### config.mk
export PLATFORM = sky130hd
export DESIGN_NAME = seq_monitor_flat
export DESIGN_NICKNAME = d
export VERILOG_FILES = /design/src/rtl/seq_monitor_if.sv /design/src/rtl/seq_monitor.sv /design/src/flat_wrapper.sv
export SDC_FILE = /design/constraint.sdc
export NUM_CORES = 1
export LEC_CHECK = 0
export ABC_AREA = 1
export CORE_AREA = 2 2 64 66
export DETAILED_ROUTE_END_ITERATION = 8
export DIE_AREA = 0 0 66 68
export GPL_ROUTABILITY_DRIVEN = 1
export PLACE_DENSITY = 0.58
export SYNTH_ARGS = -nofsm -noshare
export SYNTH_HDL_FRONTEND = slang
export SYNTH_SLANG_ARGS = --single-unit
### constraint.sdc
create_clock -name clk -period 3.3 [get_ports clk]
set_clock_uncertainty 0.2 [all_clocks]
set_input_delay 0.66 -clock clk [delete_from_list [all_inputs] [get_ports clk]]
set_output_delay 0.66 -clock clk [all_outputs]
set_load 0.02 [all_outputs]
### src/rtl/seq_monitor_if.sv
// Sample/result bundle between an upstream driver and seq_monitor.
interface seq_monitor_if #(
  parameter int CNT_W = 8
);
  logic             en;
  logic             q;
  logic             rise;
  logic             fall;
  logic             hit;
  logic [CNT_W-1:0] hit_cnt;
  logic [3:0]       run_len;

  modport master (output en, q, input rise, fall, hit, hit_cnt, run_len);
  modport slave  (input en, q, output rise, fall, hit, hit_cnt, run_len);
endinterface

### src/rtl/seq_monitor.sv
// Serial bit monitor: edge pulses, overlapping 4-bit pattern hits, hit count and run length of ones.
//
// state | meaning
// EMPTY | no samples since reset
// FILL1 | one sample in history
// FILL2 | two samples in history
// FILL3 | three samples in history
// FULL  | history holds four real samples, pattern match allowed
module seq_monitor #(
  parameter logic [3:0] PATTERN = 4'b1101,
  parameter int         CNT_W   = 8
) (
  input  logic          clk,
  input  logic          rst_n,
  seq_monitor_if.slave  bus
);

  typedef enum logic [2:0] {
    EMPTY = 3'd0,
    FILL1 = 3'd1,
    FILL2 = 3'd2,
    FILL3 = 3'd3,
    FULL  = 3'd4
  } fill_e;

  fill_e            fill_q, fill_d;
  logic [3:0]       hist_q, hist_d;
  logic             prev_q, prev_d;
  logic             rise_q, rise_d;
  logic             fall_q, fall_d;
  logic             hit_q, hit_d;
  logic [CNT_W-1:0] hit_cnt_q, hit_cnt_d;
  logic [3:0]       run_len_q, run_len_d;

  always_ff @(posedge clk or negedge rst_n) begin
    if (!rst_n) begin
      fill_q    <= EMPTY;
      hist_q    <= 4'b0000;
      prev_q    <= 1'b0;
      rise_q    <= 1'b0;
      fall_q    <= 1'b0;
      hit_q     <= 1'b0;
      hit_cnt_q <= '0;
      run_len_q <= 4'd0;
    end else begin
      fill_q    <= fill_d;
      hist_q    <= hist_d;
      prev_q    <= prev_d;
      rise_q    <= rise_d;
      fall_q    <= fall_d;
      hit_q     <= hit_d;
      hit_cnt_q <= hit_cnt_d;
      run_len_q <= run_len_d;
    end
  end

  always_comb begin
    fill_d    = fill_q;
    hist_d    = hist_q;
    prev_d    = prev_q;
    rise_d    = 1'b0;
    fall_d    = 1'b0;
    hit_d     = 1'b0;
    hit_cnt_d = hit_cnt_q;
    run_len_d = run_len_q;

    if (bus.en) begin
      case (fill_q)
        EMPTY:   fill_d = FILL1;
        FILL1:   fill_d = FILL2;
        FILL2:   fill_d = FILL3;
        default: fill_d = FULL;
      endcase
      hist_d = {hist_q[2:0], bus.q};
      prev_d = bus.q;
      rise_d = bus.q & ~prev_q;
      fall_d = ~bus.q & prev_q;
      // fill_d, not fill_q: the fourth sample itself may complete a match
      hit_d  = (hist_d == PATTERN) && (fill_d == FULL);
      if (hit_d) hit_cnt_d = hit_cnt_q + 1'b1;
      if (!bus.q)                run_len_d = 4'd0;
      else if (run_len_q != 4'd15) run_len_d = run_len_q + 4'd1;
    end
  end

  assign bus.rise    = rise_q;
  assign bus.fall    = fall_q;
  assign bus.hit     = hit_q;
  assign bus.hit_cnt = hit_cnt_q;
  assign bus.run_len = run_len_q;

endmodule

### src/flat_wrapper.sv
// flat-port wrapper written by rule: the top's interface ports become plain ports
module seq_monitor_flat 
#(
  parameter logic [3:0] PATTERN = 4'b1101,
  parameter int         CNT_W   = 8
)
  (clk, rst_n, bus_en, bus_q, bus_rise, bus_fall, bus_hit, bus_hit_cnt, bus_run_len);
  seq_monitor_if #(.CNT_W(CNT_W)) bus_i ();
  input  logic clk;
  input  logic rst_n;
  input wire logic [$bits(bus_i.en)-1:0] bus_en;
  input wire logic [$bits(bus_i.q)-1:0] bus_q;
  output wire logic [$bits(bus_i.rise)-1:0] bus_rise;
  output wire logic [$bits(bus_i.fall)-1:0] bus_fall;
  output wire logic [$bits(bus_i.hit)-1:0] bus_hit;
  output wire logic [$bits(bus_i.hit_cnt)-1:0] bus_hit_cnt;
  output wire logic [$bits(bus_i.run_len)-1:0] bus_run_len;
  assign bus_i.en = bus_en;
  assign bus_i.q = bus_q;
  assign bus_rise = bus_i.rise;
  assign bus_fall = bus_i.fall;
  assign bus_hit = bus_i.hit;
  assign bus_hit_cnt = bus_i.hit_cnt;
  assign bus_run_len = bus_i.run_len;
  seq_monitor #(.PATTERN(PATTERN), .CNT_W(CNT_W)) u_core (.clk(clk), .rst_n(rst_n), .bus(bus_i));
endmodule
Word-level counts from Yosys, hierarchy flattened
Cells that the tools add are included.
- memories: 0
- latch bits: 0
- register bits after elaboration: 22
- logic and storage cells: 31
- input bits: 4
- output and inout bits: 15
- memory bits (read-only): 0
- bits in writable memories: 0
- divide/modulo/power cells: 0
- muxes and demuxes: 7
- shift-type cells: 0
- eq/ne operators: 6
- magnitude comparators: 0
- $mul: 0
- bitwise logic cells: 4
- reduce and logical (&&, ||, !) cells: 4
- add/subtract/negate cells: 2
- operator list (kind ; count):
    3-bit one-hot mux with 3 select lines ; 1
    8-bit by 1-bit adder with 8-bit output (second input constant) ; 1
    4-bit 2-to-1 mux ; 2
    4-bit by 1-bit adder with 4-bit output (second input constant) ; 1
    4-bit == test (second input constant) ; 1
    4-bit != test (second input constant) ; 1
    2-bit AND reduction ; 2
    3-bit by 1-bit == test with 1-bit output (second input constant) ; 1
    3-bit by 2-bit == test with 1-bit output (second input constant) ; 1
    3-bit == test (second input constant) ; 1
    3-bit zero test ; 1
    1-bit 2-to-1 mux ; 3
    3-bit 2-to-1 mux ; 1
    1-bit AND ; 2
    2-bit by 1-bit != test with 1-bit output (second input constant) ; 1
    1-bit NOT ; 2
    1-bit logical AND ; 1

Longest topological paths before layout
Gate-level depths: netlist of run 1.
- depth after elaboration: 6
- mapped depth: 8
- mapped depth without buffers: 8

Worst setup path after synthesis of run 1
No wires, ideal clock.
- path type: input-to-reg
- start: in bus_q
- end: reg u_core.hit_cnt_q[4] (netlist: u_core.bus.hit_cnt[4])
- setup time: 119 ps
- buffers on the path: 2
- path slack: 1750 ps
- cell stages on the path: 7
- data required time: 2981 ps
- data arrival time: 1231 ps
- cells stage by stage: buf_6 nand2_4 nor2_4 nand2_2 buf_6 o21ai_2 nand2_1
- longest elaborated chain between the ends: 3
- ends and longest elaborated chain (element ; line ; RTL):
    start: declaration ; flat_wrapper.sv:12 ; input wire logic [$bits(bus_i.q)-1:0] bus_q;
    4-bit == test ; seq_monitor.sv:79 ; hit_d = (hist_d == PATTERN) && (fill_d == FULL);
    1-bit logical AND ; seq_monitor.sv:79 ;
    2-bit AND reduction (no line) ; - ;
    end signal: assignment ; seq_monitor.sv:52 ; hit_cnt_q <= hit_cnt_d;
    end: declaration ; seq_monitor.sv:32 ; logic [CNT_W-1:0] hit_cnt_q, hit_cnt_d;
Every way passes these cells.
A chain may end at the register's enable or synchronous reset.

Final worst setup path of run 1
- start: reg u_core.hit_cnt_q[2] (netlist: u_core.bus.hit_cnt[2])
- end: out bus_hit_cnt[2]
- RTL lines (element ; line ; RTL):
    end: declaration ; flat_wrapper.sv:16 ; output wire logic [$bits(bus_i.hit_cnt)-1:0] bus_hit_cnt;
No word-level cell between the ends.

==> flow_summary_export.csv, run 1 <==
group,metric,value,unit
drt,wl,1.96,mm
status,run_status,"finished clean",
synth,area_of_the_mapped_netlist,1020,sq um
timing,tightest_slew,0.949,ns
power,internal_power,0.000441,W
timing,slew_headroom,0.365,
clock_network,cts_tree,"done",
critical_path,path_depth,1,
synth,synth_cells,120,
final_layout,num-fill-cells,408,
final_layout,most_common_cell_after_layout_fill_and_taps_aside,"nand2_1",
critical_path,worst_path_largest_cell_delay,0.65,ns
synth,yosysSeqAreaShare,0.513,
placement,port_buffers,18,
synth,avgSynthCellArea,8.53,sq um
final_layout,multiInputGateArea,425,sq um
floorplan,fp.coreArea,3860,sq um
power,power.share.sequential,0.496,
final_layout,layout.nets,146,
drt,drt-vias-per-instance,4.33,
drt,detail_route.iter0.violations,36,
flow_run,max-cap-violations,0,
clock_network,postCtsSetupBuffers,0,
placement,place_inst,185,
drt,remaining_drc_errors,0,
drt,drt_pass1_iterations,4,
final_layout,final-seq-area,526,sq um
clock_network,clk_path_buf_depth,2,
global_route,globalRouteMet3Util,0.0345,
power,vdd_drop_max,0.248,mV
power,power.switching_fraction,0.308,
synth,synth-seq-cells,21,
floorplan,ioPinCount,19,
global_route,routing_usage_on_met2,0.177,
critical_path,criticalPathCategory,"flop to output port",
global_route,grt_antenna_before_repair,0,
floorplan,die_width,66,um
floorplan,floorplan.initialDensity,0.265,
synth,synthesis.yosys.warnings,0,
synth,synth.distinct_cells,18,
final_layout,layout-area-overhead-vs-synth,25.4,%
clock_network,clk_transition_reported_paths,0.07,ns
floorplan,die_area,4490,sq um
timing,report.final.setup_viol,0,
power,pwr_density_cell,496,nW/um^2
timing,tns,0,ns
timing,final-max-slew-violation-count,0,
synth,synth_adder_area_share,0.0244,
clock_network,root_buffer,"clkbuf_8",
critical_path,critical-path-slowest-cell,"clkdlybuf4s50_1",
synth,synth-compound-area-share,0.0746,
clock_network,number_of_buffers_created_by_cts,3,
final_layout,post_route_utilization,0.333,
hold_path,worstHoldPathType,"flop to flop",
synth,synth_top_family_by_area,"simple AND/OR/NAND/NOR gates",
global_route,largest_net_degree_at_the_start_of_global_routing,22,
critical_path,worstPathMaxFanout,6,
clock_network,cts.repair.resized,0,
critical_path,critPathBufInv,1,
placement,place_hpwl,1.45,mm
critical_path,worst_setup_path_end_kind,"output port",
timing,final.period_utilization,0.681,
clock_network,clock-sinks,21,
critical_path,worst-r2r-cell-count,8,
drt,num_vias,819,
global_route,groute.layer.met1.usage,0.124,
timing,max_freq,0.445,GHz
floorplan,rows,23,
power,share_comb_of_total_power,0.247,
clock_network,holdBufCountCts,0,
global_route,grt_first_pass_wirelength,3.60,mm
timing,unrepaired_setup_endpoints_after_global_routing,"no",
global_route,grt.total_usage,0.102,
global_route,vias_in_the_first_global_route,834,
critical_path,critPathTopFamily,"buffers and inverters",
timing,finalCriticalPeriod,2.25,ns
final_layout,stdcell_count,189,
synth,synth-simple-area-share,0.291,
final_layout,drive_above_1_share,0.101,
critical_path,worstSetupStartpointType,"flop",
power,power.switching,0.000196,W
synth,synth_nets,126,
final_layout,mostFrequentLayoutCells,"nand2_1 (44), dfrtp_1 (21), clkdlybuf4s50_1 (18)",
synth,synthXorXnorAreaFrac,0.0257,
drt,route.detailed.wl_per_inst,10.4,um
floorplan,die_height,68,um
clock_network,clock_insertion_delay_worst_skew,0.25,ns
placement,place_congestion,0.770,
global_route,most_congested_layer_reported_by_global_routing,"met2",
clock_network,htree_num_levels,1,
timing,final-hold-violation-count,0,
critical_path,cp_cell_sequence,"clkdlybuf4s50_1",
final_layout,diodes,0,
drt,ant_nets,0,
power,cellLeakagePower,0.596,nW
critical_path,timing.critical_path.required,2.44,ns
global_route,remaining_overflow_grt,0,
hold_path,worstHoldPathCells,2,
power,clkPwrFrac,0.258,
synth,synthMuxAreaShare,0,
critical_path,arrival,1.39,ns
cell type report:
type / count / share of cell area
Tap cell: 50 / 0.0487
Inverter: 12 / 0.0351
Timing Repair Buffer: 18 / 0.140
Clock buffer: 4 / 0.0351
Multi-Input combinational cell: 84 / 0.331
Sequential cell: 21 / 0.409
final timing paths:
kind / slack, ns / start / endpoint
worst max-delay path: 1.05 / u_core.bus.hit_cnt[2] / bus_hit_cnt[2]
worst min-delay path: 0.28 / u_core.fill_q[2] / u_core.fill_q[2]
worst max register to register: 1.84 / u_core.bus.hit_cnt[1] / u_core.bus.hit_cnt[6]
worst min register to register: 0.28 / u_core.fill_q[2] / u_core.fill_q[2]
max in group asynchronous: 1.59 / rst_n / u_core.bus.run_len[0]
min in group asynchronous: 0.73 / rst_n / u_core.bus.hit_cnt[1]
logic make-up (layout without fill, tap and decap cells):
kind of cell / after synthesis / after routing
DFF: 21 / 21
adders and majority gates: 2 / 2
and+or+nand+nor: 66 / 66
xor gates and xnor gates: 3 / 3
AOI/OAI and AO/OA: 13 / 13
buffers and inverters: 15 / 34
synthesized netlist by cell type:
master,n,area [sq um]
nand2_2,4,25.0
nand2_4,1,11.3
dfrtp_1,21,526
nor2_4,3,33.8
ha_1,2,25.0
xnor2_1,1,8.76
inv_1,12,45.0
buf_2,1,5.00
nand4_1,1,6.26
o21ai_0,5,25.0
nand2_1,44,165
nand3_1,6,30.0
nor2_1,7,26.3
a21oi_1,4,20.0
o21ai_2,3,26.3
buf_6,2,22.5
xor2_1,2,17.5
o21ai_1,1,5.00
state kept, by name (all words and copies together), names as in the netlist:
signal	count
u_core.fill_q	3
u_core.bus.hit	1
u_core.bus.run_len	4
u_core.bus.fall	1
u_core.bus.rise	1
u_core.hist_q	3
u_core.bus.hit_cnt	8
worst register-to-register path: cells and delay by family (launching register included):
family                     cells  cell delay (ns)
DFF                            1             0.41
and+or+nand+nor                7             0.50
adders and majority gates      1             0.24
routing by layer:
metal / vias up / part of all wire
met5: - / 0
met3: 2 / 0.073
met1: 384 / 0.45
met4: 0 / 0.0051
li1: 409 / -
met2: 24 / 0.47
through the flow:
stage,hold slack (ns),area [sq um],total power [W],worst slack [ns]
finish,0.280,1280,0.000637,1.05
global route,0.317,1280,0.000676,1.01
CTS,0.290,1280,0.000647,1.05
detailed placement,0.272,1240,0.000480,0.908
global placement,0.256,1240,0.000476,0.963
floorplan,0.164,1020,0.000410,1.75
power by group through the flow:
stage / registers, W / logic, W / clock network (W)
after detailed placement: 0.000321 / 0.000159 / 0
after CTS: 0.000316 / 0.000160 / 0.000172
after global placement: 0.000319 / 0.000157 / 0
after floorplan: 0.000343 / 0.0000669 / 0
after global routing: 0.000321 / 0.000173 / 0.000183
final: 0.000316 / 0.000157 / 0.000164
No activity file was read; power rests on OpenSTA's default activity.
==> run 2, diff against run 1 <==
==> constraint.sdc (replaced) <==
create_clock -name clk -period 2.3 [get_ports clk]
set_clock_uncertainty 0.2 [all_clocks]
set_input_delay 0.46 -clock clk [delete_from_list [all_inputs] [get_ports clk]]
set_output_delay 0.46 -clock clk [all_outputs]
set_load 0.02 [all_outputs]
==> flow_summary_export.csv, run 2 (synthesized netlist as in run 1, its figures left out) <==
group,metric,value,unit
final_layout,mostFrequentLayoutCells,"nand2_1 (44), dfrtp_1 (21), clkdlybuf4s50_1 (18)",
final_layout,layout.nets,148,
timing,max_freq,0.493,GHz
clock_network,clock-sinks,21,
global_route,grt_first_pass_wirelength,3.33,mm
final_layout,most_common_cell_after_layout_fill_and_taps_aside,"nand2_1",
timing,unrepaired_setup_endpoints_after_global_routing,"no",
drt,wl,1.84,mm
global_route,largest_net_degree_at_the_start_of_global_routing,22,
final_layout,multiInputGateArea,425,sq um
critical_path,cp_cell_sequence,"clkdlybuf4s50_1",
drt,remaining_drc_errors,0,
hold_path,worstHoldPathCells,2,
drt,num_vias,791,
drt,drt_pass1_iterations,4,
placement,pre_cts_ws,0.244,ns
drt,route.detailed.wl_per_inst,9.61,um
timing,report.final.setup_viol,0,
power,cellLeakagePower,0.606,nW
timing,tns,0,ns
clock_network,holdBufCountCts,0,
power,power.switching_fraction,0.300,
power,vdd_drop_max,0.459,mV
critical_path,criticalPathCategory,"flop to output port",
placement,place_inst,187,
final_layout,layout-area-overhead-vs-synth,26.9,%
critical_path,r2r-start,"u_core.bus.run_len[0]",
global_route,grt_antenna_before_repair,0,
critical_path,r2r-end,"u_core.bus.run_len[3]",
floorplan,ioPinCount,19,
hold_path,worstHoldPathType,"flop to flop",
timing,timing.final.ws_setup,0.273,ns
drt,drt-vias-per-instance,4.14,
placement,place_hpwl,1.42,mm
final_layout,drive_above_1_share,0.113,
final_layout,diodes,0,
floorplan,die_width,66,um
clock_network,htree_num_levels,1,
power,share_comb_of_total_power,0.248,
critical_path,worstSetupStartpointType,"flop",
critical_path,critPathBufInv,1,
final_layout,stdcell_count,191,
final_layout,num-fill-cells,421,
hold_path,hold_end,"u_core.fill_q[2]",
clock_network,cts_tree,"done",
critical_path,worst_setup_path_end_kind,"output port",
power,pwr_density_cell,698,nW/um^2
clock_network,number_of_buffers_created_by_cts,3,
critical_path,regToRegSetupSlack,0.82,ns
timing,final.period_utilization,0.881,
critical_path,worst-r2r-cell-count,4,
timing,worst_hold_slack,0.271,ns
critical_path,arrival,1.37,ns
global_route,remaining_overflow_grt,0,
clock_network,cts.repair.resized,0,
global_route,vias_in_the_first_global_route,795,
status,run_status,"finished clean",
critical_path,timing.critical_path.required,1.64,ns
timing,slew_headroom,0.793,
floorplan,rows,23,
clock_network,root_buffer,"clkbuf_8",
critical_path,critPathTopFamily,"buffers and inverters",
floorplan,floorplan.initialDensity,0.265,
global_route,grt.total_usage,0.0953,
floorplan,fp.coreArea,3860,sq um
drt,ant_nets,0,
power,power.share.sequential,0.499,
timing,final-hold-violation-count,0,
hold_path,worst_hold_startpoint,"u_core.fill_q[2]",
floorplan,die_area,4490,sq um
placement,place_congestion,0.767,
critical_path,worstPathMaxFanout,6,
clock_network,clk_transition_reported_paths,0.07,ns
timing,final-max-slew-violation-count,0,
clock_network,clk_path_buf_depth,2,
placement,port_buffers,18,
power,internal_power,0.000634,W
flow_run,max-cap-violations,0,
floorplan,die_height,68,um
power,clkPwrFrac,0.254,
power,power.switching,0.000272,W
timing,finalCriticalPeriod,2.03,ns
clock_network,clock_insertion_delay_worst_skew,0.25,ns
timing,tightest_slew,0.310,ns
final_layout,largest_reg_flops,8,
placement,post_dp_cell_area,1250,sq um
critical_path,critical-path-slowest-cell,"clkdlybuf4s50_1",
final_layout,final-seq-area,526,sq um
clock_network,postCtsSetupBuffers,0,
drt,detail_route.iter0.violations,23,
critical_path,worst_path_largest_cell_delay,0.65,ns
final_layout,post-route-cell-area,1300,sq um
==> run 2: changes by cell type in the layout (fill, tap and decap cells not counted) <==
cell   delta
buf_4     +2
==> run 2: tightest hold or removal path, delay by kind of cell (launching register included) <==
kind                   cells  cell delay (ns)
DFF                        1             0.35
and+or+nand+nor            1             0.05
buffers and inverters      1             0.04
==> run 2: routing by layer <==
layer	GRT usage	share of wire	vias to the layer above
met3	0.0329	0.057	0
met5	0	0	-
li1	-	-	415
met4	0.0153	0	0
met2	0.164	0.45	21
met1	0.118	0.49	355
==> run 2: metrics by stage <==
| stage | utilization | power, W |
|---|---|---|
| 2_1_floorplan | - | 0.000588 |
| 3_3_place_gp | 0.325 | 0.000686 |
| 3_5_place_dp | 0.325 | 0.000689 |
| 4_1_cts | 0.337 | 0.000925 |
| 5_1_grt | 0.337 | 0.000965 |
| 6_report | 0.337 | 0.000906 |
==> run 2: layout make-up <==
cell class                 count  share of cell area
multi-input combinational     84               0.328
inverter                      12              0.0347
timing repair buffer          20               0.150
clock buffer                   4              0.0347
sequential                    21               0.405
tap                           50              0.0482
==> run 2: power groups by stage <==
| stage | Clock, W | Combinational (W) | Sequential [W] |
|---|---|---|---|
| after global placement | 0 | 0.000228 | 0.000458 |
| after detailed placement | 0 | 0.000229 | 0.000460 |
| after global routing | 0.000258 | 0.000247 | 0.000460 |
| after floorplan | 0 | 0.0000960 | 0.000492 |
| final | 0.000230 | 0.000224 | 0.000452 |
| after CTS | 0.000243 | 0.000230 | 0.000453 |
==> run 2: worst max-delay path by stage <==
stage	from	endpoint	slack [ns]	depth (start not counted)
6_report	u_core.bus.hit_cnt[2]	bus_hit_cnt[2]	0.27	1
5_1_grt	u_core.bus.hit_cnt[2]	bus_hit_cnt[2]	0.22	1
4_1_cts	u_core.bus.hit_cnt[2]	bus_hit_cnt[2]	0.24	1
3_5_place_dp	bus_q	u_core.bus.hit_cnt[6]	0.24	7
3_3_place_gp	bus_q	u_core.bus.hit_cnt[7]	0.30	7
2_1_floorplan	u_core.bus.hit_cnt[1]	u_core.bus.hit_cnt[6]	0.84	8
==> run 3, diff against run 2 <==
--- a/config.mk
+++ b/config.mk
@@ -7,6 +7,7 @@
 export LEC_CHECK = 0
 export ABC_AREA = 1
 export CORE_AREA = 2 2 64 66
+export CTS_BUF_LIST = sky130_fd_sc_hd__clkbuf_4
 export DETAILED_ROUTE_END_ITERATION = 8
 export DIE_AREA = 0 0 66 68
 export GPL_ROUTABILITY_DRIVEN = 1
==> flow_summary_export.csv, run 3 (synthesized netlist as in run 1, its figures left out) <==
group,metric,value,unit
status,run_status,"finished clean",
clock_network,number_of_buffers_created_by_cts,3,
final_layout,diodes,0,
final_layout,mostFrequentLayoutCells,"nand2_1 (44), dfrtp_1 (21), clkdlybuf4s50_1 (18)",
placement,port_buffers,18,
final_layout,layout-area-overhead-vs-synth,25.4,%
timing,final-max-slew-violation-count,0,
critical_path,criticalPathCategory,"flop to output port",
drt,met2WireLength,820,um
timing,finalCriticalPeriod,2.08,ns
clock_network,cts_tree,"done",
timing,final-hold-violation-count,0,
clock_network,htree_num_levels,1,
clock_network,cts.repair.resized,0,
floorplan,ioPinCount,19,
clock_network,postCtsSetupBuffers,0,
critical_path,critPathBufInv,1,
drt,ant_nets,0,
placement,place_congestion,0.767,
global_route,grt_first_pass_wirelength,3.33,mm
placement,place_hpwl,1.42,mm
drt,route.detailed.wl_per_inst,9.56,um
drt,detail_route.iter0.violations,27,
placement,place_inst,187,
drt,drt-vias-per-instance,4.23,
timing,max_freq,0.480,GHz
clock_network,clock-sinks,21,
clock_network,clk_path_buf_depth,2,
floorplan,floorplan.initialDensity,0.265,
critical_path,worstSetupStartpointType,"flop",
critical_path,critPathTopFamily,"buffers and inverters",
timing,unrepaired_setup_endpoints_after_global_routing,"no",
drt,dr_wl_met3,109,um
power,cellLeakagePower,0.601,nW
clock_network,clk_transition_reported_paths,0.11,ns
global_route,grt_antenna_before_repair,0,
flow_run,max-cap-violations,0,
drt,route.top_layer_used,"met3",
floorplan,rows,23,
critical_path,worstPathMaxFanout,6,
power,post-layout-total-power,0.000856,W
global_route,remaining_overflow_grt,0,
timing,slew_headroom,0.788,
critical_path,critical-path-slowest-cell,"clkdlybuf4s50_1",
critical_path,cp_cell_sequence,"clkdlybuf4s50_1",
clock_network,clock_insertion_delay_worst_skew,0.29,ns
critical_path,worst_setup_path_end_kind,"output port",
timing,report.final.setup_viol,0,
final_layout,post-route-cell-area,1280,sq um
final_layout,post_route_utilization,0.333,
clock_network,root_buffer,"clkbuf_4",
critical_path,timing.critical_path.required,1.64,ns
global_route,grt.total_usage,0.0953,
clock_network,holdBufCountCts,0,
global_route,vias_in_the_first_global_route,796,
final_layout,largest_reg_flops,8,
drt,num_vias,808,
final_layout,layout.nets,148,
global_route,largest_net_degree_at_the_start_of_global_routing,22,
power,vdd_drop_max,0.253,mV
final_layout,stdcell_count,191,
drt,drt_pass1_iterations,4,
timing,tns,0,ns
floorplan,die_width,66,um
timing,final.period_utilization,0.906,
final_layout,most_common_cell_after_layout_fill_and_taps_aside,"nand2_1",
critical_path,worst_path_largest_cell_delay,0.65,ns
power,pwr_density_cell,667,nW/um^2
drt,wl,1.83,mm
drt,routedLengthMet1,896,um
hold_path,worstHoldPathType,"flop to flop",
floorplan,die_height,68,um
drt,remaining_drc_errors,0,
floorplan,die_area,4490,sq um
final_layout,drive_above_1_share,0.121,
placement,post_dp_cell_area,1250,sq um
floorplan,fp.coreArea,3860,sq um
critical_path,arrival,1.42,ns
timing,tightest_slew,0.317,ns
[run 3: path summary, 6_finish.rpt]
| path | slack [ns] | cells after the start | endpoint | from |
|---|---|---|---|---|
| worst max-delay path | 0.22 | 1 | bus_hit_cnt[2] | u_core.bus.hit_cnt[2] |
| worst min-delay path | 0.28 | 2 | u_core.fill_q[2] | u_core.fill_q[2] |
| worst max register to register | 0.83 | 4 | u_core.bus.run_len[3] | u_core.bus.run_len[0] |
| worst min register to register | 0.28 | 2 | u_core.fill_q[2] | u_core.fill_q[2] |
| max in group asynchronous | 1.38 | 2 | u_core.bus.run_len[2] | rst_n |
| min in group asynchronous | 0.31 | 2 | u_core.bus.hit_cnt[1] | rst_n |
[run 3: power by group]
part           total, W  leakage [nW]  internal (W)  switching (W)
combinational  0.000224         0.309      0.000103       0.000122
sequential     0.000451         0.274      0.000408      0.0000429
clock          0.000180        0.0184     0.0000792       0.000101
total          0.000856         0.601      0.000590       0.000266
[run 3: area by class of cell]
type                       count  area (sq um)
clock buffer                   4          30.0
multi-input combinational     84           425
fill                         421          2570
timing repair buffer          20           195
sequential                    21           526
tap                           50          62.6
inverter                      12          45.0
[run 3: routing by layer]
layer,vias to the layer above,GRT usage
met5,-,0
met4,0,0.0153
met3,0,0.0329
met2,23,0.164
met1,369,0.118
li1,416,-
[run 3: through the flow]
stage | setup WS (ns) | hold slack, ns
final | 0.216 | 0.279
after global routing | 0.145 | 0.306
after CTS | 0.175 | 0.286
after detailed placement | 0.244 | 0.259
after global placement | 0.301 | 0.251
after floorplan | 0.835 | -0.0356
